===== src/rtl/lift_pkg.sv =====
// lift_pkg: shared floor constants, scheduler state encoding and SW decode helper.
package lift_pkg;
  localparam int N_FLOORS = 9;
  localparam int FLOOR_W = 4;
  typedef enum logic [1:0] {IDLE, SERVE_UP, SERVE_DOWN} state_e;
  typedef struct packed {
    logic valid;
    logic [FLOOR_W-1:0] idx;
  } sel_t;
  function automatic sel_t onehot_to_idx(input logic [N_FLOORS-1:0] v);
    sel_t s;
    s = '0;
    for (int i = 0; i < N_FLOORS; i++) if (v[i]) s.idx = FLOOR_W'(i);
    s.valid = $onehot(v);
    return s;
  endfunction
endpackage


===== src/rtl/lift_request_scheduler_if.sv =====
// lift_request_scheduler_if: request inputs and target outputs between the panel/motion FSM and the scheduler.
interface lift_request_scheduler_if;
  import lift_pkg::*;
  logic [N_FLOORS-1:0] SW;
  logic KEY0;
  logic [FLOOR_W-1:0] current_floor;
  logic arrived;
  logic [FLOOR_W-1:0] target_floor;
  logic target_valid;
  logic [N_FLOORS-1:0] pending;
  logic dir_up;
  logic req_reject;
  modport master (output SW, KEY0, current_floor, arrived,
                  input target_floor, target_valid, pending, dir_up, req_reject);
  modport slave (input SW, KEY0, current_floor, arrived,
                 output target_floor, target_valid, pending, dir_up, req_reject);
endinterface


===== src/rtl/key_debouncer.sv =====
// key_debouncer: 2-flop synchroniser, optional stable-level counter (LIFT_DEBOUNCE_EN), press pulse on 1->0.
module key_debouncer #(
  parameter int DEB_CYCLES = 1000000
) (
  input  logic clk,
  input  logic rst_n,
  input  logic key_i,
  output logic press_o
);
  logic [1:0] sync_q;
  logic deb_lvl, prev_q;
  always_ff @(posedge clk or negedge rst_n)
    if (!rst_n) begin
      sync_q <= 2'b11;
      prev_q <= 1'b1;
    end else begin
      sync_q <= {sync_q[0], key_i};
      prev_q <= deb_lvl;
    end
`ifdef LIFT_DEBOUNCE_EN
  localparam int CW = $clog2(DEB_CYCLES + 1);
  logic [CW-1:0] cnt_q;
  logic lvl_q;
  always_ff @(posedge clk or negedge rst_n)
    if (!rst_n) begin
      cnt_q <= '0;
      lvl_q <= 1'b1;
    end else if (sync_q[1] == lvl_q) begin
      cnt_q <= '0;
    end else if (cnt_q == CW'(DEB_CYCLES - 1)) begin
      cnt_q <= '0;
      lvl_q <= sync_q[1];
    end else begin
      cnt_q <= cnt_q + 1'b1;
    end
  assign deb_lvl = lvl_q;
`else
  logic unused_deb;
  assign unused_deb = (DEB_CYCLES > 0);
  assign deb_lvl = sync_q[1];
`endif
  assign press_o = prev_q & ~deb_lvl;
endmodule


===== src/rtl/lift_request_scheduler.sv =====
// lift_request_scheduler: latches debounced floor calls and picks the next target with a SCAN policy.
// Debounce counter is built only when LIFT_DEBOUNCE_EN is defined.
module lift_request_scheduler
  import lift_pkg::*;
#(
  parameter int DEB_CYCLES = 1000000
) (
  input logic CLOCK_50,
  input logic RESET_N,
  lift_request_scheduler_if.slave bus
);
  logic press, cf_ok, at, up_v, dn_v, go_up, rej_d, rej_q;
  sel_t sel;
  state_e state_q;
  logic [N_FLOORS-1:0] cf_oh, clr_m, set_m, eff, pending_d, pending_q;
  logic [FLOOR_W-1:0] up_idx, dn_idx, tgt_q;
  logic valid_q, dir_q;
  key_debouncer #(.DEB_CYCLES(DEB_CYCLES)) u_key (
    .clk(CLOCK_50), .rst_n(RESET_N), .key_i(bus.KEY0), .press_o(press)
  );
  // cf_oh is zero for an out-of-range floor, so arrival and the at-floor test vanish there
  assign cf_oh = N_FLOORS'(1) << bus.current_floor;
  assign cf_ok = bus.current_floor < FLOOR_W'(N_FLOORS);
  assign sel = onehot_to_idx(bus.SW);
  assign clr_m = bus.arrived ? cf_oh : '0;
  assign set_m = (press && sel.valid && !(state_q == IDLE && sel.idx == bus.current_floor))
                 ? N_FLOORS'(1) << sel.idx : '0;
  assign pending_d = (pending_q | set_m) & ~clr_m;
  assign rej_d = press & ~sel.valid;
  // The scheduler sees the bitmap with the arriving floor already served
  assign eff = pending_q & ~clr_m;
  assign at = |(eff & cf_oh);
  always_comb begin
    up_v = 1'b0;
    dn_v = 1'b0;
    up_idx = '0;
    dn_idx = '0;
    for (int i = N_FLOORS - 1; i >= 0; i--)
      if (eff[i] && FLOOR_W'(i) > bus.current_floor) begin
        up_v = 1'b1;
        up_idx = FLOOR_W'(i);
      end
    for (int i = 0; i < N_FLOORS; i++)
      if (eff[i] && FLOOR_W'(i) < bus.current_floor) begin
        dn_v = 1'b1;
        dn_idx = FLOOR_W'(i);
      end
  end
  assign go_up = !at && up_v && (!dn_v || (up_idx - bus.current_floor) < (bus.current_floor - dn_idx));
  always_ff @(posedge CLOCK_50 or negedge RESET_N)
    if (!RESET_N) begin
      pending_q <= '0;
      rej_q <= 1'b0;
    end else begin
      pending_q <= pending_d;
      rej_q <= rej_d;
    end
  always_ff @(posedge CLOCK_50 or negedge RESET_N)
    if (!RESET_N) begin
      state_q <= IDLE;
      tgt_q <= '0;
      valid_q <= 1'b0;
      dir_q <= 1'b1;
    end else if (cf_ok) begin
      valid_q <= 1'b1;
      case (state_q)
        SERVE_UP:
          if (up_v) tgt_q <= up_idx;
          else if (dn_v) begin
            state_q <= SERVE_DOWN;
            tgt_q <= dn_idx;
            dir_q <= 1'b0;
          end else if (at) tgt_q <= bus.current_floor;
          else begin
            state_q <= IDLE;
            valid_q <= 1'b0;
          end
        SERVE_DOWN:
          if (dn_v) tgt_q <= dn_idx;
          else if (up_v) begin
            state_q <= SERVE_UP;
            tgt_q <= up_idx;
            dir_q <= 1'b1;
          end else if (at) tgt_q <= bus.current_floor;
          else begin
            state_q <= IDLE;
            valid_q <= 1'b0;
            dir_q <= 1'b1;
          end
        default:
          if (go_up) begin
            state_q <= SERVE_UP;
            tgt_q <= up_idx;
            dir_q <= 1'b1;
          end else if (|eff) begin
            state_q <= SERVE_DOWN;
            tgt_q <= at ? bus.current_floor : dn_idx;
            dir_q <= 1'b0;
          end else begin
            valid_q <= 1'b0;
            dir_q <= 1'b1;
          end
      endcase
    end
  assign bus.pending = pending_q;
  assign bus.req_reject = rej_q;
  assign bus.target_floor = tgt_q;
  assign bus.target_valid = valid_q;
  assign bus.dir_up = dir_q;
endmodule


===== src/flat_wrapper.sv =====
// flat-port wrapper written by rule: the top's interface ports become plain ports
module lift_request_scheduler_flat import lift_pkg::*;
#(
  parameter int DEB_CYCLES = 1000000
)
  (CLOCK_50, RESET_N, bus_SW, bus_KEY0, bus_current_floor, bus_arrived, bus_target_floor, bus_target_valid, bus_pending, bus_dir_up, bus_req_reject);
  lift_request_scheduler_if bus_i ();
  input logic CLOCK_50;
  input logic RESET_N;
  input wire logic [$bits(bus_i.SW)-1:0] bus_SW;
  input wire logic [$bits(bus_i.KEY0)-1:0] bus_KEY0;
  input wire logic [$bits(bus_i.current_floor)-1:0] bus_current_floor;
  input wire logic [$bits(bus_i.arrived)-1:0] bus_arrived;
  output wire logic [$bits(bus_i.target_floor)-1:0] bus_target_floor;
  output wire logic [$bits(bus_i.target_valid)-1:0] bus_target_valid;
  output wire logic [$bits(bus_i.pending)-1:0] bus_pending;
  output wire logic [$bits(bus_i.dir_up)-1:0] bus_dir_up;
  output wire logic [$bits(bus_i.req_reject)-1:0] bus_req_reject;
  assign bus_i.SW = bus_SW;
  assign bus_i.KEY0 = bus_KEY0;
  assign bus_i.current_floor = bus_current_floor;
  assign bus_i.arrived = bus_arrived;
  assign bus_target_floor = bus_i.target_floor;
  assign bus_target_valid = bus_i.target_valid;
  assign bus_pending = bus_i.pending;
  assign bus_dir_up = bus_i.dir_up;
  assign bus_req_reject = bus_i.req_reject;
  lift_request_scheduler #(.DEB_CYCLES(DEB_CYCLES)) u_core (.CLOCK_50(CLOCK_50), .RESET_N(RESET_N), .bus(bus_i));
endmodule

===== config.mk =====
export PLATFORM = sky130hd
export DESIGN_NAME = lift_request_scheduler_flat
export DESIGN_NICKNAME = d
export VERILOG_FILES = /design/src/rtl/lift_pkg.sv /design/src/rtl/lift_request_scheduler_if.sv /design/src/rtl/key_debouncer.sv /design/src/rtl/lift_request_scheduler.sv /design/src/flat_wrapper.sv
export SDC_FILE = /design/constraint.sdc
export NUM_CORES = 1
export LEC_CHECK = 0
export BUFFER_PORTS_ARGS = -buffer_cell sky130_fd_sc_hd__clkbuf_2
export CORE_MARGIN = 2
export CORE_UTILIZATION = 45
export DETAILED_ROUTE_END_ITERATION = 8
export GPL_TIMING_DRIVEN = 1
export PLACE_DENSITY = 0.63
export SLEW_MARGIN = 0
export SYNTH_ARGS = -nofsm -noshare
export SYNTH_HDL_FRONTEND = slang
export SYNTH_SLANG_ARGS = --single-unit

===== constraint.sdc =====
create_clock -name CLOCK_50 -period 3.82 [get_ports CLOCK_50]
set_clock_uncertainty 0.1 [all_clocks]
set_input_delay 0.191 -clock CLOCK_50 [delete_from_list [all_inputs] [get_ports CLOCK_50]]
set_output_delay 0.191 -clock CLOCK_50 [all_outputs]
set_load 0.05 [all_outputs]

==> results.json, run 1 <==
{
  "fin_crit_ps": 3590,
  "synth_seq_cells": 21,
  "place_area_um2": 3030,
  "clk_pin_slew_worst_paths_ps": 90,
  "synth_area_leader_cell": "dfrtp_1",
  "p_per_area_nw_per_um2": 595,
  "dp_hpwl_um": 6030,
  "yosysSeqAreaShare": 0.198,
  "synthArstFlopShare": 1.00,
  "cts_buffer_depth": 2,
  "drt_first_pass_iters": 5,
  "holdPathStages": 2,
  "die_area_um2": 6590,
  "yosys.area.top_type_share": 0.159,
  "finalSetupViolCount": 0,
  "drt_first_iter_violations": 277,
  "synth_area_um2": 2680,
  "final_net_count": 428,
  "synth.net_count": 383,
  "syn-instance-count": 341,
  "die_h_um": 81.2,
  "syn_avg_cell_area_um2": 7.86,
  "worstMarginPinSlew_ps": 645,
  "h-tree-depth": 1,
  "io_buffer_count": 32,
  "grt_max_degree": 23,
  "cts_tree": "done",
  "via_count": 2863,
  "clock-root-buffer": "clkbuf_8",
  "fmax_mhz": 278,
  "hold_class": "in -> reg",
  "grt_pass1_vias": 2693,
  "syn_to_final_growth_pct": 16.9,
  "synth_cell_type_count": 77,
  "yosys_warnings": 0,
  "critPathKind": "reg -> reg",
  "setup_tns_ps": 0,
  "finalHoldViolations": 0,
  "grt_use_total": 0.261,
  "crit_path_end_kind": "flip-flop",
  "final_area_um2": 3130,
  "max_slew_margin": 0.567,
  "cts_sinks": 21,
  "wl_per_cell_um": 17.5,
  "p_leak_nw": 1.37,
  "rsz0062_at_grt": "no",
  "start_util": 0.458,
  "worst_ep_required_time_ps": 3940,
  "reg2reg_depth": 18,
  "wl_um": 8050,
  "synth_area_leaders": "dfrtp_1 (16%), ha_1 (8.9%), a21oi_1 (6.0%)",
  "antenna_found_initial": 0,
  "status": "finished, final reports clean",
  "ios": 33,
  "die_w_um": 81.2,
  "cp.arrival_ps": 3710,
  "fill_cells": 581,
  "detail-route-antenna-nets": 0,
  "drv_slew": 0,
  "grt_pass1_wl_um": 13400,
  "final_layout_size_suffix_gt1_frac": 0.242,
  "numCtsBuffers": 3,
  "finalCritPeriodShare": 0.941,
  "worstSkewPairLatency_ps": 280,
  "drc_errors": 0,
  "rows": 28,
  "avgViaCountPerCell": 6.22,
  "maxCapViolCount": 0,
  "crit_fanout": 7,
  "ir_drop_mv": 0.510,
  "startpoint_type": "flip-flop",
  "overflow": 0,
  "routabilityCongestion": 0.927,
  "synthFlopType": "dfrtp_1",
  "diodes": 0,
  "core_area_um2": 5850,
  "synth_edf_count": 0
}
-- synth_stat cells (2+ instances only) --
library cell  number
o211ai_1           2
and2_1             2
ha_1              19
buf_6              2
a211oi_1           2
nor2_1            26
o32ai_1            5
o22ai_1            5
inv_1             27
o2bb2ai_1          2
a22oi_1            4
clkbuf_2           2
mux4_2             2
mux2i_1            5
dfstp_2            4
o22a_1             2
a21boi_0           2
nor3_1             8
buf_2              9
a21o_1             2
nor2_4             2
buf_4              2
buf_1              2
o21ai_1            7
o2111ai_1          2
nand2b_1           6
dfrtp_1           17
a31oi_1           13
a21oi_1           32
nor4_1             3
nand3_1            7
o221ai_1           4
nand2_1           24
fa_1               6
o31ai_1            2
clkbuf_1           8
xnor2_1            6
nor2b_1            6
or3_1              4
and3_1             4
nand4_1            5
o21ai_0           12
-- per-layer routing --
metal / global-route usage / vias up / part of all wire
li1: - / 1348 / -
met1: 0.384 / 1364 / 0.45
met2: 0.402 / 138 / 0.45
met3: 0.0289 / 13 / 0.085
met4: 0.0797 / 0 / 0.019
met5: 0 / - / 0
-- flip-flops by register name, summed over array words and instances (netlist names) --
| signal | cells |
|---|---|
| u_core.u_key.prev_q | 1 |
| u_core.bus.target_floor | 4 |
| u_core.bus.pending | 9 |
| u_core.bus.target_valid | 1 |
| u_core.bus.dir_up | 1 |
| u_core.state_q | 2 |
| u_core.bus.req_reject | 1 |
| u_core.u_key.sync_q | 2 |
-- kinds of logic after synthesis --
| group | after synthesis | synth area share |
|---|---|---|
| muxes | 9 | 0.0439 |
| buffers and inverters | 53 | 0.0878 |
| DFF | 21 | 0.198 |
| and+or+nand+nor | 109 | 0.215 |
| AOI/OAI and AO/OA | 116 | 0.295 |
| xor gates and xnor gates | 7 | 0.0229 |
| adders and majority gates | 26 | 0.137 |
-- path summary, 6_finish.rpt --
path / startpoint / to / slack, ps
setup / recovery: u_core.bus.pending[7] / u_core.bus.target_floor[3] / 230
hold reg to reg: u_core.u_key.sync_q[0] / u_core.u_key.sync_q[1] / 260
hold / removal: bus_arrived / u_core.bus.pending[8] / 190
setup reg to reg: u_core.bus.pending[7] / u_core.bus.target_floor[3] / 230
min in group asynchronous: RESET_N / u_core.bus.req_reject / 350
max in group asynchronous: RESET_N / u_core.bus.pending[5] / 2840
-- critical path, stage by stage (launching register included) --
cell and delay [ps]:
dfrtp_1 490, a21oi_1 160, o32ai_1 90, o221ai_1 170
and3_1 280, ha_1 170, inv_1 60, maj3_1 320
a21oi_1 180, xnor2_1 140, ha_1 250, o21ai_1 70
a21oi_1 60, o21a_4 210, nor3_4 220, buf_4 170
nor2_1 50, o21ai_1 160, a32o_1 160
-- power breakdown --
group / total (mW) / internal, mW / switching [mW] / leakage (nW)
combinational: 1.35 / 0.517 / 0.837 / 1.08
sequential: 0.347 / 0.289 / 0.0584 / 0.261
clock: 0.163 / 0.0733 / 0.0894 / 0.0255
total: 1.86 / 0.879 / 0.985 / 1.37
-- metrics by stage --
step | total power, mW | hold WS, ps | worst slack, ps | cells | util
final | 1.86 | 192 | 226 | 460 | 0.535
after global routing | 2.03 | 195 | 9.74 | 460 | 0.535
after CTS | 1.84 | 171 | 149 | 458 | 0.530
after detailed placement | 1.67 | 129 | 113 | 452 | 0.518
after global placement | 1.66 | 121 | 138 | 452 | 0.518
after floorplan | 1.33 | -205 | 58.3 | 341 | -
-- cell type report --
type                    instances  area (µm²)  share of cell area
multi-input cells             267        1930               0.615
flip-flops and latches         21         534               0.171
clock inverters                 1        5.00             0.00160
well taps                      75        93.8              0.0300
inverters                      28         105              0.0336
clock buffers                   3        41.3              0.0132
repair buffers                 65         425               0.136
-- cells in the final DEF (no fill, tap or decap), drive strengths merged, types with 5 or more instances in the layout --
cell type and count:
clkbuf 35, a21oi 32, buf 31, nor2 29
inv 28, nand2 25, ha 19, o21ai 19
dfrtp 17, a31oi 13, nor3 10, nand3 7
nand2b 6, nor2b 6, xnor2 6, fa 6
o32ai 6, o22ai 5, nand4 5, mux2i 5
a22oi 5
-- repair_timing --
item                                   CTS  global route
setup endpoints to repair                0             7
hold buffers                             2             0
gates resized for setup                  0             7
endpoints found under the hold margin   18             0
buffers inserted                         0             2
(Power assumes the default switching activity.)
==> run 2: changes to the inputs <==
==> constraint.sdc (replaced) <==
create_clock -name CLOCK_50 -period 3.9 [get_ports CLOCK_50]
set_clock_uncertainty 0.1 [all_clocks]
set_input_delay 0.195 -clock CLOCK_50 [delete_from_list [all_inputs] [get_ports CLOCK_50]]
set_output_delay 0.195 -clock CLOCK_50 [all_outputs]
set_load 0.05 [all_outputs]
==> results.json, run 2 (same netlist as run 1, synthesis figures left out) <==
{
  "hold_class": "in -> reg",
  "die_w_um": 81.2,
  "grt_use_total": 0.249,
  "drc_errors": 0,
  "drt_first_iter_violations": 280,
  "via_count": 2784,
  "syn_to_final_growth_pct": 13.9,
  "p_leak_nw": 1.32,
  "numCtsBuffers": 3,
  "holdPathStages": 2,
  "holdPathEnd": "u_core.bus.pending[8]",
  "worstSkewPairLatency_ps": 270,
  "reg2reg_slack_ps": 270,
  "status": "finished, final reports clean",
  "reg2reg_depth": 18,
  "worstHoldStart": "bus_arrived",
  "h-tree-depth": 1,
  "drv_slew": 0,
  "cts_tree": "done",
  "diodes": 0,
  "fin_crit_ps": 3630,
  "grt_busiest_layer": "met2",
  "rsz0062_at_grt": "no",
  "avgViaCountPerCell": 6.19,
  "io_buffer_count": 32,
  "setup_tns_ps": 0,
  "rows": 28,
  "start_util": 0.458,
  "max_slew_margin": 0.542,
  "grt_pass1_wl_um": 12800,
  "whs_ps": 215,
  "regArea_um2": 532,
  "met3_usage": 0.0233,
  "finalSetupViolCount": 0,
  "cp.arrival_ps": 3730,
  "drt_first_pass_iters": 5,
  "regToRegStartpoint": "u_core.bus.pending[7]",
  "antenna_found_initial": 0,
  "multi_input_area_um2": 1940,
  "overflow": 0,
  "finalCritPeriodShare": 0.930,
  "final_layout_size_suffix_gt1_frac": 0.216,
  "maxCapViolCount": 0,
  "final_cell_mix": "a21oi_1 (32), clkbuf_2 (32), inv_1 (27)",
  "p_per_area_nw_per_um2": 591,
  "worst_ep_required_time_ps": 4010,
  "fmax_mhz": 276,
  "grt_pass1_vias": 2586,
  "dp_hpwl_um": 5850,
  "timing.critical_path.cells": "a21oi_1 -> o32ai_1 -> o221ai_1 -> and3_2 -> ha_1 -> inv_1 -> maj3_1 -> a21oi_1 -> xnor2_1 -> ha_1 -> o21ai_0 -> a21oi_1 -> o21a_4 -> nor3_4 -> buf_4 -> nor2_1 -> o21ai_1 -> a32o_1",
  "fill_cells": 572,
  "clk_pin_slew_worst_paths_ps": 80,
  "cts_buffer_depth": 2,
  "ir_drop_mv": 0.403,
  "critPathMaxStageDelay_ps": 470,
  "clock-root-buffer": "clkbuf_8",
  "startpoint_type": "flip-flop",
  "largest_reg_flops": 9,
  "finalHoldViolations": 0,
  "detail-route-antenna-nets": 0,
  "wl_um": 7630,
  "die_area_um2": 6590,
  "critPathKind": "reg -> reg",
  "crit_fanout": 7,
  "crit_path_end_kind": "flip-flop",
  "final_net_count": 418,
  "ios": 33,
  "reg2reg_to": "u_core.bus.target_floor[3]",
  "wl_per_cell_um": 16.9,
  "core_area_um2": 5850,
  "cts_sinks": 21,
  "cp_slowest_cell": "dfrtp_1",
  "die_h_um": 81.2,
  "grt_max_degree": 22,
  "crit_top_cell": "a21oi_1",
  "use_met2": 0.382,
  "worstMarginPinSlew_ps": 683,
  "routabilityCongestion": 0.920,
  "use_met1": 0.368
}
[run 2: worst max path at each step]
stage / startpoint / endpoint / slack, ps
after floorplan: u_core.bus.pending[3] / u_core.bus.target_floor[1] / 140
after global placement: bus_current_floor[1] / u_core.bus.target_floor[0] / 170
after detailed placement: bus_current_floor[1] / u_core.bus.target_floor[2] / 90
after CTS: u_core.bus.pending[5] / u_core.bus.target_floor[2] / 140
after global routing: u_core.bus.pending[8] / u_core.bus.target_floor[3] / 30
final: u_core.bus.pending[7] / u_core.bus.target_floor[3] / 270
[run 2: per-layer routing]
metal | vias to the layer above | wire (µm) | share of wire
li1 | 1335 | - | -
met3 | 11 | 512 | 0.067
met1 | 1326 | 3560 | 0.47
met5 | - | 0 | 0
met4 | 0 | 106 | 0.014
met2 | 112 | 3440 | 0.45
[run 2: critical path: cells and delay by family, from the launching register on]
| family | cells | cell delay [ps] |
|---|---|---|
| buf+inv | 2 | 220 |
| fa+ha+maj | 3 | 720 |
| flops | 1 | 470 |
| simple gates | 3 | 540 |
| compound gates | 9 | 1350 |
| xor+xnor | 1 | 160 |
[run 2: timing repair]
item | 4_1_cts | 5_1_grt
setup endpoints to repair | 0 | 7
resized for setup | 0 | 5
buffers inserted | 0 | 1
hold buffers | 2 | 0
endpoints found under the hold margin | 18 | 0
[run 2: metrics by stage]
stage	util	std cells	setup WS (ps)	total power, mW	area [µm²]
2_1_floorplan	-	341	138	1.31	2680
3_3_place_gp	0.505	443	166	1.60	2950
3_5_place_dp	0.505	443	90.4	1.61	2950
4_1_cts	0.516	449	141	1.77	3020
5_1_grt	0.521	450	27.3	1.97	3050
6_report	0.521	450	273	1.80	3050
[run 2: layout make-up]
class,instances,area share
tap,75,0.0308
inverter,28,0.0345
multi-input combinational,267,0.635
timing repair buffer,55,0.111
sequential,21,0.174
clock buffer,4,0.0148
[run 2: power by group]
group / leakage [nW] / switching, mW / internal (mW)
Combinational: 1.03 / 0.826 / 0.494
Clock: 0.0228 / 0.0760 / 0.0730
Sequential: 0.264 / 0.0536 / 0.282
Total: 1.32 / 0.956 / 0.849
